===== config.mk =====
export PLATFORM = sky130hd
export DESIGN_NAME = system_key_pio
export DESIGN_NICKNAME = d
export VERILOG_FILES = /design/src/rtl/system_key_pio.sv
export SDC_FILE = /design/constraint.sdc
export NUM_CORES = 1
export LEC_CHECK = 0
export BUFFER_PORTS_ARGS = -buffer_cell sky130_fd_sc_hd__buf_2
export CAP_MARGIN = 20
export CORE_ASPECT_RATIO = 0.5
export CORE_UTILIZATION = 25
export CTS_CLUSTER_DIAMETER = 60
export DETAILED_ROUTE_END_ITERATION = 7
export PLACE_DENSITY_LB_ADDON = 0.15
export SLEW_MARGIN = 10
export SYNTH_ARGS = -nofsm -noshare
export SYNTH_HDL_FRONTEND = slang
export SYNTH_SLANG_ARGS = --single-unit

===== constraint.sdc =====
create_clock -name clk -period 1.55 [get_ports clk]
set_clock_uncertainty 0.15 [all_clocks]
set_input_delay 0.0775 -clock clk [delete_from_list [all_inputs] [get_ports clk]]
set_output_delay 0.0775 -clock clk [all_outputs]
set_load 0.1 [all_outputs]

===== src/rtl/system_key_pio.sv =====
// ---------------------------------------------------------------------------
// system_key_pio
//   Avalon-MM slave input PIO for push-buttons / switches. The external bus is
//   passed through a two-flop synchroniser, debounced per bit, and the accepted
//   level is exposed for reading. Selected edges of the debounced level are
//   latched into a write-1-to-clear edge-capture register, which together with
//   an interrupt mask drives a level interrupt towards the CPU.
//
// Ports
//   clk         system clock
//   reset_n     asynchronous active-low reset
//   address     register word address (0 DATA, 1 reserved, 2 IRQ_MASK,
//               3 EDGE_CAPTURE)
//   chipselect  slave select
//   write_n     active-low write strobe
//   writedata   write data
//   in_port     asynchronous external inputs
//   readdata    registered read data, valid the cycle after address
//   irq         active-high level interrupt
// ---------------------------------------------------------------------------
module system_key_pio #(
  parameter int               WIDTH           = 4,
  parameter int               DEBOUNCE_CYCLES = 16,
  parameter int               EDGE_TYPE       = 1,
  parameter logic [WIDTH-1:0] IN_RESET_VALUE  = {WIDTH{1'b1}}
) (
  input  logic             clk,
  input  logic             reset_n,
  input  logic [1:0]       address,
  input  logic             chipselect,
  input  logic             write_n,
  input  logic [31:0]      writedata,
  input  logic [WIDTH-1:0] in_port,
  output logic [31:0]      readdata,
  output logic             irq
);

  localparam int            CW       = $clog2(DEBOUNCE_CYCLES + 1);
  localparam logic [CW-1:0] CNT_LAST = CW'(DEBOUNCE_CYCLES - 1);

  logic [WIDTH-1:0] r_sync1;
  logic [WIDTH-1:0] r_sync2;
  logic [WIDTH-1:0] r_deb;
  logic [WIDTH-1:0] r_deb_d;
  logic [WIDTH-1:0] r_mask;
  logic [WIDTH-1:0] r_edge;
  logic [CW-1:0]    r_cnt [WIDTH];
  logic [31:0]      r_readdata;

  logic [WIDTH-1:0] w_deb_next;
  logic [CW-1:0]    w_cnt_next [WIDTH];
  logic [WIDTH-1:0] w_rise;
  logic [WIDTH-1:0] w_fall;
  logic [WIDTH-1:0] w_edge_sel;
  logic [WIDTH-1:0] w_clr;
  logic [31:0]      w_rd_mux;
  logic             w_wr;
  logic             w_unused;

  // Upper writedata bits have no destination when WIDTH < 32.
  assign w_unused = &{1'b0, writedata};

  assign w_wr  = chipselect & ~write_n;
  assign w_clr = (w_wr && (address == 2'd3)) ? writedata[WIDTH-1:0] : '0;

  // Per-bit debounce: a new level is accepted only after DEBOUNCE_CYCLES
  // consecutive synchronised samples that differ from the current level; any
  // sample matching the current level restarts the count.
  always_comb begin
    w_deb_next = r_deb;
    for (int i = 0; i < WIDTH; i++) begin
      w_cnt_next[i] = r_cnt[i];
      if (r_sync2[i] == r_deb[i]) begin
        w_cnt_next[i] = '0;
      end else if (r_cnt[i] == CNT_LAST) begin
        w_deb_next[i] = r_sync2[i];
        w_cnt_next[i] = '0;
      end else begin
        w_cnt_next[i] = r_cnt[i] + 1'b1;
      end
    end
  end

  assign w_rise = r_deb & ~r_deb_d;
  assign w_fall = ~r_deb & r_deb_d;

  generate
    if (EDGE_TYPE == 0) begin : g_rise
      assign w_edge_sel = w_rise;
    end else if (EDGE_TYPE == 1) begin : g_fall
      assign w_edge_sel = w_fall;
    end else begin : g_any
      assign w_edge_sel = w_rise | w_fall;
    end
  endgenerate

  always_comb begin
    w_rd_mux = '0;
    case (address)
      2'd0:    w_rd_mux[WIDTH-1:0] = r_deb;
      2'd2:    w_rd_mux[WIDTH-1:0] = r_mask;
      2'd3:    w_rd_mux[WIDTH-1:0] = r_edge;
      default: w_rd_mux = '0;
    endcase
  end

  always_ff @(posedge clk or negedge reset_n) begin
    if (!reset_n) begin
      r_sync1    <= IN_RESET_VALUE;
      r_sync2    <= IN_RESET_VALUE;
      r_deb      <= IN_RESET_VALUE;
      r_deb_d    <= IN_RESET_VALUE;
      r_mask     <= '0;
      r_edge     <= '0;
      r_readdata <= '0;
      for (int i = 0; i < WIDTH; i++) begin
        r_cnt[i] <= '0;
      end
    end else begin
      r_sync1    <= in_port;
      r_sync2    <= r_sync1;
      r_deb      <= w_deb_next;
      r_deb_d    <= r_deb;
      r_readdata <= w_rd_mux;
      for (int i = 0; i < WIDTH; i++) begin
        r_cnt[i] <= w_cnt_next[i];
      end
      if (w_wr && (address == 2'd2)) begin
        r_mask <= writedata[WIDTH-1:0];
      end
      // Set is applied after clear so an edge arriving with a clear survives.
      r_edge <= (r_edge & ~w_clr) | w_edge_sel;
    end
  end

  assign readdata = r_readdata;
  assign irq      = |(r_edge & r_mask);

endmodule

# --- Word level (Yosys, flattened, before mapping) ---
# Cells that the tools add are included.
totals:
  out_inout_bits: 33
  regBits: 48
  rom_bits: 0
  elab_cells: 58
  ramBits: 0
  latchBits: 0
  memories: 0
classes:
  mul: 0
  n_eq_ne: 10
  addsub: 4
  order_cmp: 0
  shifts: 0
  muxes: 10
  div_mod_pow: 0
  bitwise_logic: 12
  reduce_logical: 8
op_table:
  columns: ["op", "n"]
  rows:
  - ["$mux 5", 8]
  - ["$add 5x1->5 const B", 4]
  - ["$eq 5x4->1 const B", 4]
  - ["$and 4x4->4", 3]
  - ["$pmux 4 s3", 1]
  - ["$not 4->4", 2]
  - ["$reduce_and 2->1", 4]
  - ["$not 1->1", 5]
  - ["$eq 1x1->1", 4]
  - ["$eq 2x2->1 const B", 2]
  - ["$mux 4", 1]
  - ["$or 4x4->4", 1]
  - ["$reduce_or 4->1", 1]
  - ["$logic_and 1x1->1", 2]
  - ["$logic_not 2->1", 1]
  - ["$and 1x1->1", 1]

# --- Logic depth before layout (Yosys ltp) ---
depth:
  ltp_word: 7
  mapped_depth: 4
  ltp_nobuf: 4

# --- Least setup slack after synthesis ---
# No wires, ideal clock.
synth_path:
  path_kind: "register to output"
  from: "register r_mask[0]"
  to: "output port irq"
  t_required_ps: 1322
  stages_incl_launch_ff: 3
  arrival_time_ps: 1100
  setup_slack_ps: 223
  path_buffers: 0
  path_cell_list: "dfrtp_1 a22oi_1 nand2_1"
synth_between:
  elab_chain_cells: 2
synth_lines:
  columns: ["item", "line", "text"]
  rows:
  - ["from (decl)", "45", "logic [WIDTH-1:0] r_mask;"]
  - ["from (signal assigned)", "129", "r_mask <= writedata[WIDTH-1:0];"]
  - ["$and 4x4->4", "137", "assign irq = |(r_edge & r_mask);"]
  - ["$reduce_or 4->1", "137", null]
  - ["to (decl)", "35", "output logic irq"]
# Every way passes these cells.

# --- Final worst setup path ---
layout_path:
  from: "register r_edge[0]"
  to: "output port irq"
layout_between:
  elab_chain_cells: 2
layout_lines:
  columns: ["item", "line", "text"]
  rows:
  - ["from (decl)", "46", "logic [WIDTH-1:0] r_edge;"]
  - ["from (signal assigned)", "132", "r_edge <= (r_edge & ~w_clr) | w_edge_sel;"]
  - ["$and 4x4->4", "137", null]
  - ["$reduce_or 4->1", "137", null]
# Every way passes these cells.

==> metrics.txt <==
chip width=131 µm; share of the synthesized area in the top cell type=38.4%; CTS tree=built; max-cap violations=0; Root Buffer=clkbuf_16; worst vdd ir=406 µV; Tot GR Track Use=8.59%; type of element launching the critical path=flip-flop; Net Sw Power=0.000927 W; maximum fanout count along the critical path=3; data required time of the critical path=1.32 ns; signed area change from the synthesized netlist to the final layout=18.7%; endpoints failing setup=0; Critical Path End Type=output port; final clock period utilization by the worst path=91.5%; proportion of power drawn by combinational gates=18.4%; sum of overflow across all layers after global routing=0; Via Count=1,173; wire length after detailed routing=3180 µm; Post-Route Setup TNS=0 ns; post-CTS clock slew at the launch and capture registers of the worst setup and hold paths=0.06 ns; initial antenna violation count=0; effective utilization at floorplan=26.0%; post-route total power=0.00306 W; ANT nets after route=0; number of search-and-repair iterations in the first detailed-routing pass=3; Achievable Freq=0.705 GHz; wire length of the first global-routing pass=5660 µm; weighted congestion reported at the end of routability-driven placement=0.679; number of H-tree levels=2; gate count of the mapped netlist=166; status=finished, final reports clean; cell accounting for the most synthesized area=dfrtp_1; kind of critical path=reg2out; number of slew-limit violations in the final report=0; drt drc=0; number of library cell types mapped by synthesis=20; PD cells=1240 nW/µm²; arrival time of the worst setup path=1.19 ns; DP HPWL=2150 µm; antenna diode count=0; pin count of the biggest net entering global routing=49; I/O pin cnt=75; count of yosys warnings during synthesis=0; post-synthesis sequential element count=48; register area share after synthesis=58.6%; utilization after layout=30.8%; final period demand of the worst path=1.42 ns; clock sink count=48; number of port buffers=18; switching share of total power=30.3%; number of DRC markers in iteration 0=43; mean area per synthesized cell=12.6 µm²; number of hold-slack violations in the final timing report=0; total core area=8030 µm²; detail-routed via count per cell=3.75; post-place setup slack=0.145 ns; top post-synthesis cells by area=dfrtp_1, dfstp_2, buf_4; clock share of power=36.6%; Internal Pwr Total=0.00214 W; std cell rows=23; Post-CTS Repair Setup Buffers=0; sequential cell fraction of total power=45.0%; number of clock buffers inserted by TritonCTS=5; number of global-route vias before repair=1,154; number of nets in the layout=246; final setup slack of the worst path=0.132 ns; leakage=1.21 nW; proportion of layout cells with a drive suffix above 1=27.9%; post-detailed-route wirelength per cell=10.2 µm; area of the mapped netlist=2080 µm²; maximum buffer depth of the clock tree=2; setup repair after global routing missed its margin=false; clock insertion delay at the later pin of the skew report=0.29 ns; Final Hold Slack=0.119 ns; path category of the worst min-delay check=in2reg; area of the die=8730 µm²; Die Span Y=66.6 µm
==> layout by cell type, fill, tap and decap left out <==
master,count
and4bb_4,1
a22oi_1,2
mux2_4,4
buf_2,17
nand3_1,8
clkbuf_8,2
dlygate4sd3_1,10
clkbuf_1,1
mux2_2,8
o21ai_0,4
nand2_1,5
dfstp_2,16
nor2_1,15
buf_12,1
inv_1,6
and2_1,6
and3_1,4
buf_4,1
clkbuf_16,5
conb_1,28
and4b_2,1
dfrtp_1,32
a22o_1,8
xor2_1,12
ha_1,4
==> synth_stat cells, drive strengths merged <==
cell    instances
nor2           15
and4b           1
mux2           12
inv             6
o21ai           4
nand2           5
and4bb          1
dfrtp          32
and3            4
ha              4
a22oi           2
conb            1
dfstp          16
nand3           8
and2            6
xor2           12
a22o            8
buf            29
==> repair_timing <==
| item | in CTS | in global routing |
|---|---|---|
| hold buffers | 10 | 0 |
| endpoints found under the setup margin | 0 | 1 |
| gates resized for setup | 0 | 2 |
| endpoints found under the hold margin | 61 | 0 |
==> registers in the layout, summed over array words and instances (netlist names) <==
name,cells
r_cnt,20
r_sync2,4
readdata,4
r_edge,4
r_deb,4
r_deb_d,4
r_sync1,4
r_mask,4
==> kinds of logic (layout without fill, tap and decap cells) <==
kind of cell	after synthesis	after routing	share of synthesized area [%]
AO/OA/AOI/OAI	14	14	5.04
XOR/XNOR	12	12	5.04
adder cells (fa/ha/maj)	4	4	2.40
buffers and inverters	35	43	11.7
flip-flops	48	48	58.6
multiplexers	12	12	7.20
other	1	28	0.180
AND/OR/NAND/NOR	40	40	9.84
==> worst max-delay path: stages (launching register included) <==
cell     delay (ns)
dfrtp_1        0.41
a22oi_1        0.18
nand2_1        0.08
buf_4          0.23
==> area by class of cell <==
| type | count | area, µm² |
|---|---|---|
| fill | 825 | 5560 |
| clock buffer | 8 | 156 |
| tap | 112 | 140 |
| multi-input combinational | 110 | 721 |
| timing repair buffer | 29 | 213 |
| inverter | 6 | 22.5 |
| sequential | 48 | 1220 |
==> power groups by stage <==
stage               clock (W)  combinational [W]  sequential (W)
floorplan                   0           0.000466         0.00145
global placement            0           0.000546         0.00140
detailed placement          0           0.000549         0.00140
CTS                   0.00117           0.000570         0.00138
global route          0.00123           0.000595         0.00139
finish                0.00112           0.000564         0.00138
==> per-layer routing <==
layer  vias to the layer above  routed length, µm  global-route usage, %  share of wire [%]
met5                         -                  0                      0                  0
met2                        40               1390                   14.0                 44
met4                         0                 86                   5.74                2.7
met1                       560               1570                   10.2                 49
met3                         7                136                   2.28                4.3
li1                        566                  -                      -                  -
==> through the flow <==
step                std cells  cell area (µm²)
finish                    313             2470
global route              313             2470
CTS                       313             2470
detailed placement        295             2210
global placement          295             2210
floorplan                 193             2190
==> path summary, 6_finish.rpt <==
check | to | startpoint | cells after the start | slack [ns]
worst max-delay path | irq | r_edge[0] | 3 | 0.13
worst min-delay path | readdata[0] | address[0] | 3 | 0.12
worst max register to register | r_cnt[18] | r_cnt[15] | 4 | 0.16
worst min register to register | r_sync2[0] | r_sync1[0] | 0 | 0.20
max in group asynchronous | r_sync1[2] | reset_n | 3 | 0.81
min in group asynchronous | r_cnt[4] | reset_n | 3 | 0.16
Power figures use the tool's default switching activity.
